**src/rtl/ascon_pack.sv**
```systemverilog
// +----------------------------------------------------------------------------+
// | ascon_pack : shared types and round constants for the permutation control |
// | Revision   : 1.0                                                           |
// +----------------------------------------------------------------------------+
`default_nettype none

package ascon_pack;

   typedef enum logic [1:0] {
      ST_IDLE = 2'd0,
      ST_RUN  = 2'd1,
      ST_DONE = 2'd2
   } state_t;

   localparam logic [3:0] ROUND_FIRST_P12 = 4'd0;
   localparam logic [3:0] ROUND_FIRST_P6  = 4'd6;
   localparam logic [3:0] ROUND_LAST      = 4'd11;

   // p6 runs only the tail of the p12 round-constant sequence
   function automatic logic [3:0] first_round(input logic mode);
      return mode ? ROUND_FIRST_P6 : ROUND_FIRST_P12;
   endfunction

endpackage

`default_nettype wire

```
**src/rtl/round_counter.sv**
```systemverilog
// +----------------------------------------------------------------------------+
// | round_counter : 4-bit round index with load, enable and terminal flag     |
// | Revision      : 1.0                                                        |
// +----------------------------------------------------------------------------+
`default_nettype none

module round_counter
   import ascon_pack::*;
(
   input  logic       i_clk,
   input  logic       i_rst_n,
   input  logic       i_load,
   input  logic [3:0] i_load_val,
   input  logic       i_en,
   output logic [3:0] o_count,
   output logic       o_last
);

   logic [3:0] r_count;
   logic       w_last;

   assign w_last = (r_count == ROUND_LAST);

   // saturates at the last round so the index can never wrap
   always_ff @(posedge i_clk or negedge i_rst_n) begin
      if (!i_rst_n) begin
         r_count <= 4'd0;
      end else if (i_load) begin
         r_count <= i_load_val;
      end else if (i_en && !w_last) begin
         r_count <= r_count + 4'd1;
      end
   end

   assign o_count = r_count;
   assign o_last  = w_last;

endmodule

`default_nettype wire

```
**src/rtl/round_scheduler.sv**
```systemverilog
// +----------------------------------------------------------------------------+
// | round_scheduler : sequences p12/p6 rounds and state-register control      |
// | Revision        : 1.0                                                      |
// +----------------------------------------------------------------------------+
`default_nettype none

module round_scheduler
   import ascon_pack::*;
(
   input  logic       clock_i,
   input  logic       resetb_i,
   input  logic       start_i,
   input  logic       mode_i,
   input  logic       hold_i,
   output logic [3:0] round_o,
   output logic       sel_init_o,
   output logic       en_state_o,
   output logic       busy_o,
   output logic       done_o
);

   state_t     r_state;
   state_t     w_state_next;
   logic       r_first;
   logic       w_first_next;
   logic       w_load;
   logic       w_cnt_en;
   logic [3:0] w_count;
   logic       w_last;

   round_counter u_round_counter (
      .i_clk      (clock_i),
      .i_rst_n    (resetb_i),
      .i_load     (w_load),
      .i_load_val (first_round(mode_i)),
      .i_en       (w_cnt_en),
      .o_count    (w_count),
      .o_last     (w_last)
   );

   always_ff @(posedge clock_i or negedge resetb_i) begin
      if (!resetb_i) begin
         r_state <= ST_IDLE;
         r_first <= 1'b0;
      end else begin
         r_state <= w_state_next;
         r_first <= w_first_next;
      end
   end

   always_comb begin
      w_state_next = r_state;
      w_first_next = r_first;
      w_load       = 1'b0;
      w_cnt_en     = 1'b0;
      case (r_state)
         ST_IDLE: begin
            if (start_i) begin
               w_load       = 1'b1;
               w_first_next = 1'b1;
               w_state_next = ST_RUN;
            end
         end
         ST_RUN: begin
            // a held cycle does not count as a round
            if (!hold_i) begin
               w_cnt_en     = 1'b1;
               w_first_next = 1'b0;
               if (w_last) begin
                  w_state_next = ST_DONE;
               end
            end
         end
         ST_DONE: begin
            w_state_next = ST_IDLE;
         end
         default: begin
            w_state_next = ST_IDLE;
         end
      endcase
   end

   assign round_o    = w_count;
   assign sel_init_o = (r_state == ST_RUN) && r_first;
   assign en_state_o = (r_state == ST_RUN) && !hold_i;
   assign busy_o     = (r_state != ST_IDLE);
   assign done_o     = (r_state == ST_DONE);

endmodule

`default_nettype wire

```
**config.mk**
```make
export PLATFORM = sky130hd
export DESIGN_NAME = round_scheduler
export DESIGN_NICKNAME = d
export VERILOG_FILES = /design/src/rtl/ascon_pack.sv /design/src/rtl/round_counter.sv /design/src/rtl/round_scheduler.sv
export SDC_FILE = /design/constraint.sdc
export NUM_CORES = 1
export LEC_CHECK = 0
export ABC_AREA = 1
export BUFFER_PORTS_ARGS = -buffer_cell sky130_fd_sc_hd__buf_2
export CAP_MARGIN = 0
export CORE_AREA = 2 2 39 41
export DETAILED_ROUTE_END_ITERATION = 8
export DIE_AREA = 0 0 41 43
export SETUP_SLACK_MARGIN = 0.02
export SKIP_CTS_REPAIR_TIMING = 1
export SYNTH_ARGS = -nofsm -noshare
export SYNTH_HDL_FRONTEND = slang
export SYNTH_SLANG_ARGS = --single-unit
```
**constraint.sdc**
```tcl
create_clock -name clock_i -period 1.2 [get_ports clock_i]
set_input_delay 0.06 -clock clock_i [delete_from_list [all_inputs] [get_ports clock_i]]
set_output_delay 0.06 -clock clock_i [all_outputs]
set_load 0.005 [all_outputs]
```
# ---- Word level (Yosys, flattened, before mapping)
# Cells that the tools add are included.
# W data, S select, Z words.
dict set report totals {
  reg_bits 7
  inputBits 5
  out_inout_bits 8
  elab_cells 35
}
dict set report classes {
  n_addsub 1
  eq_ne 6
  n_mux 14
  reduce_logical 11
}
# cell count
set ops {}
lappend ops {{$mux W4} 2}
lappend ops {{$mux W1} 6}
lappend ops {{$mux W2} 3}
lappend ops {{$reduce_and A3 Y1} 2}
lappend ops {{$reduce_bool A2 Y1} 3}
lappend ops {{$add A4 B1 Y4 const B} 1}
lappend ops {{$eq A4 B4 Y1 const B} 1}
lappend ops {{$ne A2 B2 Y1 const B} 2}
lappend ops {{$pmux W2 S2} 1}
lappend ops {{$logic_and A1 B1 Y1} 3}
lappend ops {{$mux W3} 1}
lappend ops {{$eq A2 B1 Y1 const B} 1}
lappend ops {{$eq A2 B2 Y1 const B} 1}
lappend ops {{$logic_not A1 Y1} 2}
lappend ops {{$logic_not A2 Y1} 1}
lappend ops {{$ne A2 B1 Y1 const B} 1}
lappend ops {{$pmux W1 S2} 1}

# ---- Logic depth before layout (Yosys ltp)
# Gate-level depths: netlist (run 1).
dict set report logic_depth {
  ltp_word 5
  ltp_mapped 8
  depth_no_buf 8
}

# ---- Hierarchy
# A second synthesis (run 1) with hierarchy kept.
dict set report unflattened {
  cells_unflattened 64
  area_unflattened_um2 441.7
}
# module n_inst cells_per_inst area_per_inst_um2 seq_area_each_um2
set modules_own_cells {}
lappend modules_own_cells {round_counter 1 42 281.5 100.1}
lappend modules_own_cells {round_scheduler 1 22 160.2 75.1}

# ---- Worst setup path after synthesis (run 1)
# Ideal clock, no wire load.
dict set report synth_path {
  path_type {reg-to-reg}
  from {reg u_round_counter.r_count[0] (netlist: u_round_counter.o_count[0])}
  to {reg u_round_counter.r_count[0] (netlist: u_round_counter.o_count[0])}
  setup_time_ns 0.065
  arrival_time_ns 1.046
  t_required_ns 1.135
  path_slack_ns 0.088
  path_stages_with_launch 7
  n_path_buf 0
  synth_period_minus_slack_ns 1.112
  path_cell_list {dfrtp_1 ha_1 nand3_2 inv_1 nor2_1 nand3_1 nand2_1}
}
dict set report synth_between {
  elab_chain_cells 4
  word_cells_on_any_way 7
  cone_classes {add/sub (1); eq/ne (1); mux (2); reduce/logical (3)}
}
# element line_no
set synth_lines {}
lappend synth_lines {{start: declaration} round_counter.sv:19} ;# logic [3:0] r_count;
lappend synth_lines {{start signal: assignment} round_counter.sv:29} ;# r_count <= i_load_val;
lappend synth_lines {{start signal: assignment} round_counter.sv:31} ;# r_count <= r_count + 4'd1;
lappend synth_lines {{branches (longest 4 deep; another with $add A4 B1 Y4)} --}
# Several ways; the timed one is not identified. The select of a mux whose other input is x is not followed.
# A chain may end at the register's enable or synchronous reset.

# ---- Worst setup path after layout (run 1)
dict set report layout_path {
  from {reg r_state[1]}
  to {out en_state_o}
}
dict set report layout_between {
  elab_chain_cells 2
}
# element line_no
set layout_lines {}
lappend layout_lines {{start: declaration} round_scheduler.sv:22} ;# state_t r_state;
lappend layout_lines {{start signal: assignment} round_scheduler.sv:46} ;# r_state <= w_state_next;
lappend layout_lines {{$eq A2 B1 Y1} round_scheduler.sv:85} ;# assign en_state_o = (r_state == ST_RUN) && !hold_i;
lappend layout_lines {{$logic_and A1 B1 Y1} round_scheduler.sv:85}
lappend layout_lines {{end: declaration} round_scheduler.sv:17} ;# output logic en_state_o,
# No other way between the ends.

==> results.py, run 1 <==
metrics = {
    "timing": {
        "max_slew_margin_pct": 85.87,
        "hold_viol": 0,
        "fin_skew_ns": 0.004201,
        "rsz0062_at_grt": "yes",
        "fin_tns_setup_ns": 0,
        "max_freq_ghz": 0.8728,
        "period_share_pct": 95.48,
        "finalSetupViolCount": 0,
        "slew_violations": 0,
        "min_period_ns": 1.146,
        "whs_ns": 0.02826,
        "worst_pin_slew_ns": 0.2119,
    },
    "floorplan": {
        "io_pins": 13,
        "core_um2": 1384,
        "initial_core_util_pct": 30.83,
        "die_area_um2": 1763,
        "fp-row-count": 14,
        "die_h_um": 43,
        "dieWidth_um": 41,
    },
    "cts": {
        "cts_tree": "done",
        "root_buffer": "clkbuf_4",
        "clk_latency_ns": 0.26,
        "clock-sinks": 7,
        "htree_levels": 1,
        "cts_buffers": 3,
        "cts_buffer_depth": 2,
        "clk_pin_slew_ns": 0.06,
    },
    "global_routing": {
        "grt_pass1_vias": 349,
        "grtUsageTotal_pct": 10.83,
        "grt_max_degree": 12,
        "grt-ovfl-total": 0,
        "grt_pass1_wl_um": 1304,
        "antenna_found_initial": 0,
    },
    "power": {
        "combPwrFrac_pct": 51.8,
        "p_leak_uw": 0.0003220,
        "p_int_uw": 740.3,
        "p_sw_share_pct": 41.68,
        "power_density_nw_per_um2": 2196,
        "power_frac_seq_pct": 30.9,
        "power.total_uw": 1269,
        "ir_drop_mv": 0.7223,
        "p_switching_uw": 529.0,
        "p_clk_share_pct": 17.3,
    },
    "yosys": {
        "yosys.area_share.simple_pct": 43.99,
        "synthAdderAreaFrac_pct": 2.933,
        "avgSynthCellArea_um2": 7.619,
        "synth_cell_type_count": 16,
        "synth_common_cells": "nand2_1, inv_1, nand3_1",
        "synth-async-reset-ratio_pct": 100.0,
        "yosysWarnings": 0,
        "synth_cells": 56,
        "synth_top_cell_area_share_pct": 41.06,
        "synth_mux_area_share_pct": 0,
        "synthFlopType": "dfrtp_1",
        "synth.cell_area_um2": 426.7,
        "synth.area.top_cells": "dfrtp_1, nand2_1, nand3_1",
        "synth_seq_area_share_pct": 41.06,
        "synth-compound-area-share_pct": 2.346,
        "ys_ff_latch": 7,
        "synth-edff-count": 0,
        "synth_xor_area_share_pct": 0,
        "synth_top_family_by_area": "simple AND/OR/NAND/NOR gates",
        "yosysMostFrequentCell": "nand2_1",
        "syn_nets": 62,
        "synth_top_cell_by_area": "dfrtp_1",
    },
    "outcome": {
        "status": "finished, final reports clean",
    },
    "hold_path": {
        "hold_class": "in2reg",
    },
    "drt": {
        "first_pass_iters": 4,
        "wl_per_cell_um": 9.769,
        "routed_wl_um": 889,
        "drc": 0,
        "num_vias": 415,
        "drt_iter0_markers": 6,
        "ant_nets": 0,
        "vias_per_cell": 4.560,
    },
    "critical_path": {
        "cp.arrival_ns": 1.09,
        "cp-end-kind": "output pin",
        "start_kind": "register",
        "crit_type": "reg2out",
        "cp.required_ns": 1.14,
        "worstPathMaxFanout": 4,
    },
    "finish": {
        "nFillCells": 139,
        "drive_above_1_share_pct": 38.67,
        "multi_input_area_um2": 232.7,
        "final_cells": 91,
        "diodes": 0,
        "seq_area_um2": 175.2,
        "syn_to_final_growth_pct": 35.48,
        "num-nets-final": 82,
    },
    "placed_design": {
        "portBuffers": 12,
        "place.gp.congestion": 0.7164,
        "dp_hpwl_um": 698.4,
        "placedCellCount": 86,
    },
    "run": {
        "drv_cap": 0,
    },
}
==> final timing paths <==
kind	startpoint	cells past startpoint	slack (ns)	endpoint
max	r_state[1]	4	0.05	en_state_o
min	hold_i	2	0.03	r_state[1]
max reg2reg	r_state[0]	6	0.11	u_round_counter.o_count[2]
min reg2reg	r_first	2	0.55	r_first
max in group asynchronous	resetb_i	2	0.88	u_round_counter.o_count[0]
min in group asynchronous	resetb_i	2	0.16	u_round_counter.o_count[1]
==> power groups by stage <==
stage          logic, µW  clock network (µW)  registers (µW)
4_1_cts              627                 224             381
3_5_place_dp         624                   0             385
2_1_floorplan        369                   0             414
6_report             658                 220             392
3_3_place_gp         626                   0             383
5_1_grt              747                 238             398
==> stage by stage <==
step	util, %	cell area, µm²	setup WS [ns]
global route	41.77	578.1	-0.002897
finish	41.77	578.1	0.05422
CTS	39.42	545.5	0.02762
floorplan	-	426.7	0.08847
detailed placement	37.43	518.0	0.04304
global placement	37.43	518.0	0.04273
==> logic make-up after synthesis <==
family	count (synthesis)
adders and majority gates	1
and+or+nand+nor	37
DFF	7
buffers and inverters	9
AOI/OAI and AO/OA	2
==> per-layer routing <==
| layer | global-route usage (%) | wire length, µm |
|---|---|---|
| met1 | 13.20 | 396 |
| met2 | 16.25 | 448 |
| met3 | 1.571 | 29 |
| met4 | 8.000 | 15 |
| met5 | 0 | 0 |
==> layout make-up <==
cell class,instances,share of cell area [%]
Inverter,8,5.195
Clock buffer,3,3.896
Timing Repair Buffer,16,16.02
Tap cell,16,3.463
Clock inverter,1,0.8658
Multi-Input combinational cell,40,40.26
Sequential cell,7,30.30
==> state kept, by name (all words and copies together) (netlist names) <==
| register | cells |
|---|---|
| r_state | 2 |
| u_round_counter.o_count | 4 |
| r_first | 1 |
==> cells in the final DEF (no fill, tap or decap) <==
cell	instances
nand3b_1	1
dlygate4sd3_1	1
nor3_1	1
nor2_4	1
o21ai_0	2
ha_2	1
nand2_4	3
nor2_2	2
clkbuf_4	3
nand4_1	1
clkinv_2	1
inv_2	1
nand3_1	8
nand3_4	1
buf_4	3
inv_1	7
dfrtp_1	7
nand2_1	15
nor2_1	3
nand2_2	1
buf_2	12
==> critical path, cell delays in order, from the launching register on <==
cell     delay (ns)
dfrtp_1        0.39
inv_2          0.09
nand2_4        0.06
nor2_4         0.15
buf_2          0.13
Power figures use the tool's default switching activity.
==> inputs of run 2 (changes only) <==
--- a/config.mk
+++ b/config.mk
@@ -11,7 +11,7 @@
 export CORE_AREA = 2 2 39 41
 export DETAILED_ROUTE_END_ITERATION = 8
 export DIE_AREA = 0 0 41 43
-export SETUP_SLACK_MARGIN = 0.02
+export SETUP_SLACK_MARGIN = 0.15
 export SKIP_CTS_REPAIR_TIMING = 1
 export SYNTH_ARGS = -nofsm -noshare
 export SYNTH_HDL_FRONTEND = slang
==> run 2 against run 1 <==
  * Design area increased by 19%
  * Wire length up 12%
  * Die area did not move
  * Non-clock buffer count rose by 2
  * Clock-buffer cell count up 1
  * Clock power decreased by 4%
  * First-iteration DRC count unchanged
  * Critical path type unchanged
  * Worst hold slack gained 0.027 ns
==> results.py, run 2 (synthesis results as in run 1) <==
metrics = {
    "power": {
        "p_sw_share_pct": 42.22,
        "p_clk_share_pct": 13.8,
        "power_frac_seq_pct": 29.6,
        "p_int_uw": 882.6,
        "power_density_nw_per_um2": 2216,
        "power.total_uw": 1528,
        "p_leak_uw": 0.0003401,
        "p_switching_uw": 644.9,
        "ir_drop_mv": 0.8192,
        "combPwrFrac_pct": 56.6,
    },
    "placed_design": {
        "pre_cts_ws_ns": 0.09336,
        "portBuffers": 12,
        "place.gp.congestion": 0.7515,
        "placed_area_um2": 531.8,
        "dp_hpwl_um": 687.9,
    },
    "timing": {
        "min_period_ns": 1.134,
        "fin_skew_ns": 0.005169,
        "fin_tns_setup_ns": 0,
        "worst_pin_slew_ns": 0.2299,
        "period_share_pct": 94.52,
        "hold_viol": 0,
        "slew_violations": 0,
        "max_slew_margin_pct": 84.67,
        "fin_ws_ns": 0.06573,
        "finalSetupViolCount": 0,
        "rsz0062_at_grt": "yes",
        "max_freq_ghz": 0.8816,
    },
    "finish": {
        "num-nets-final": 84,
        "largest_reg_flops": 4,
        "layout.cells.most_common_list": "nand2_1, buf_2, nand3_2",
        "drive_above_1_share_pct": 64.94,
        "diodes": 0,
        "syn_to_final_growth_pct": 61.58,
        "fin_area_um2": 689.4,
    },
    "drt": {
        "num_vias": 440,
        "drt_iter0_markers": 6,
        "drc": 0,
        "routed_wl_um": 998,
        "first_pass_iters": 4,
        "vias_per_cell": 4.731,
        "ant_nets": 0,
        "wl_per_cell_um": 10.73,
    },
    "floorplan": {
        "initial_core_util_pct": 30.83,
        "die_h_um": 43,
        "fp-row-count": 14,
        "die_area_um2": 1763,
        "core_um2": 1384,
        "dieWidth_um": 41,
        "io_pins": 13,
    },
    "cts": {
        "clk_latency_ns": 0.25,
        "root_buffer": "clkbuf_4",
        "cts_tree": "done",
        "clk_pin_slew_ns": 0.05,
        "cts_buffer_depth": 2,
        "cts_buffers": 3,
        "clock-sinks": 7,
        "htree_levels": 1,
    },
    "global_routing": {
        "grt-ovfl-total": 0,
        "antenna_found_initial": 0,
        "grtUsageTotal_pct": 12.71,
        "grt_pass1_wl_um": 1400,
        "grt_max_degree": 12,
        "grt_pass1_vias": 342,
    },
    "outcome": {
        "status": "finished, final reports clean",
    },
    "critical_path": {
        "crit_type": "reg2out",
        "start_kind": "register",
        "cp.required_ns": 1.14,
        "worstPathMaxFanout": 3,
        "cp.arrival_ns": 1.07,
        "cp-end-kind": "output pin",
    },
    "run": {
        "drv_cap": 0,
    },
    "hold_path": {
        "hold_class": "in2reg",
    },
}
-- run 2: changes by cell type in the layout (fill, tap and decap cells not counted), moves of 3 or more --
cell,previous run,this run
buf_6,0,3
dfrtp_1,7,3
dfrtp_2,0,4
inv_1,7,3
inv_2,1,5
nand2_1,15,11
nand2_2,1,4
nand3_1,8,2
nand3_2,0,6
-- run 2: power by group through the flow --
stage	registers, µW	logic, µW	clock network [µW]
5_1_grt	471	976	238
6_report	453	864	211
4_1_cts	427	618	227
2_1_floorplan	435	399	0
3_3_place_gp	426	616	0
3_5_place_dp	430	616	0
-- run 2: metrics by stage --
stage	cells	util [%]	hold WS [ns]
floorplan	56	-	-0.2356
global placement	85	38.43	-0.09386
detailed placement	85	38.43	-0.09283
CTS	89	40.33	-0.3707
global route	93	49.82	0.05917
finish	93	49.82	0.05519
-- run 2: metal layers --
metal,share of wire (%),wire length (µm),up-vias,global-route usage (%)
li1,-,-,218,-
met1,39,393,209,13.07
met2,54,536,11,18.44
met3,5.4,54,2,7.853
met4,1.3,13,0,8.000
met5,0,0,-,0
-- run 2: final timing paths --
check | endpoint | slack (ns) | startpoint | cells past startpoint
worst max-delay path | en_state_o | 0.07 | r_state[1] | 4
worst min-delay path | r_state[1] | 0.06 | hold_i | 2
worst max register to register | u_round_counter.o_count[1] | 0.07 | r_state[1] | 8
worst min register to register | u_round_counter.o_count[1] | 0.57 | u_round_counter.o_count[1] | 2
max in group asynchronous | u_round_counter.o_count[2] | 0.84 | resetb_i | 2
min in group asynchronous | r_state[1] | 0.18 | resetb_i | 2
-- run 2: area by class of cell --
cell class                      instances  area (µm²)
Clock buffer                            4       26.28
Fill cell                             142       694.4
Inverter                                8       30.03
Multi-Input combinational cell         40       311.5
Sequential cell                         7       180.2
Tap cell                               16       20.02
Timing Repair Buffer                   18       121.4
-- run 2: critical path, stage by stage, from the launching register on --
cell	delay, ns
dfrtp_1	0.41
inv_2	0.10
nand2_4	0.07
nor2_4	0.13
buf_2	0.12
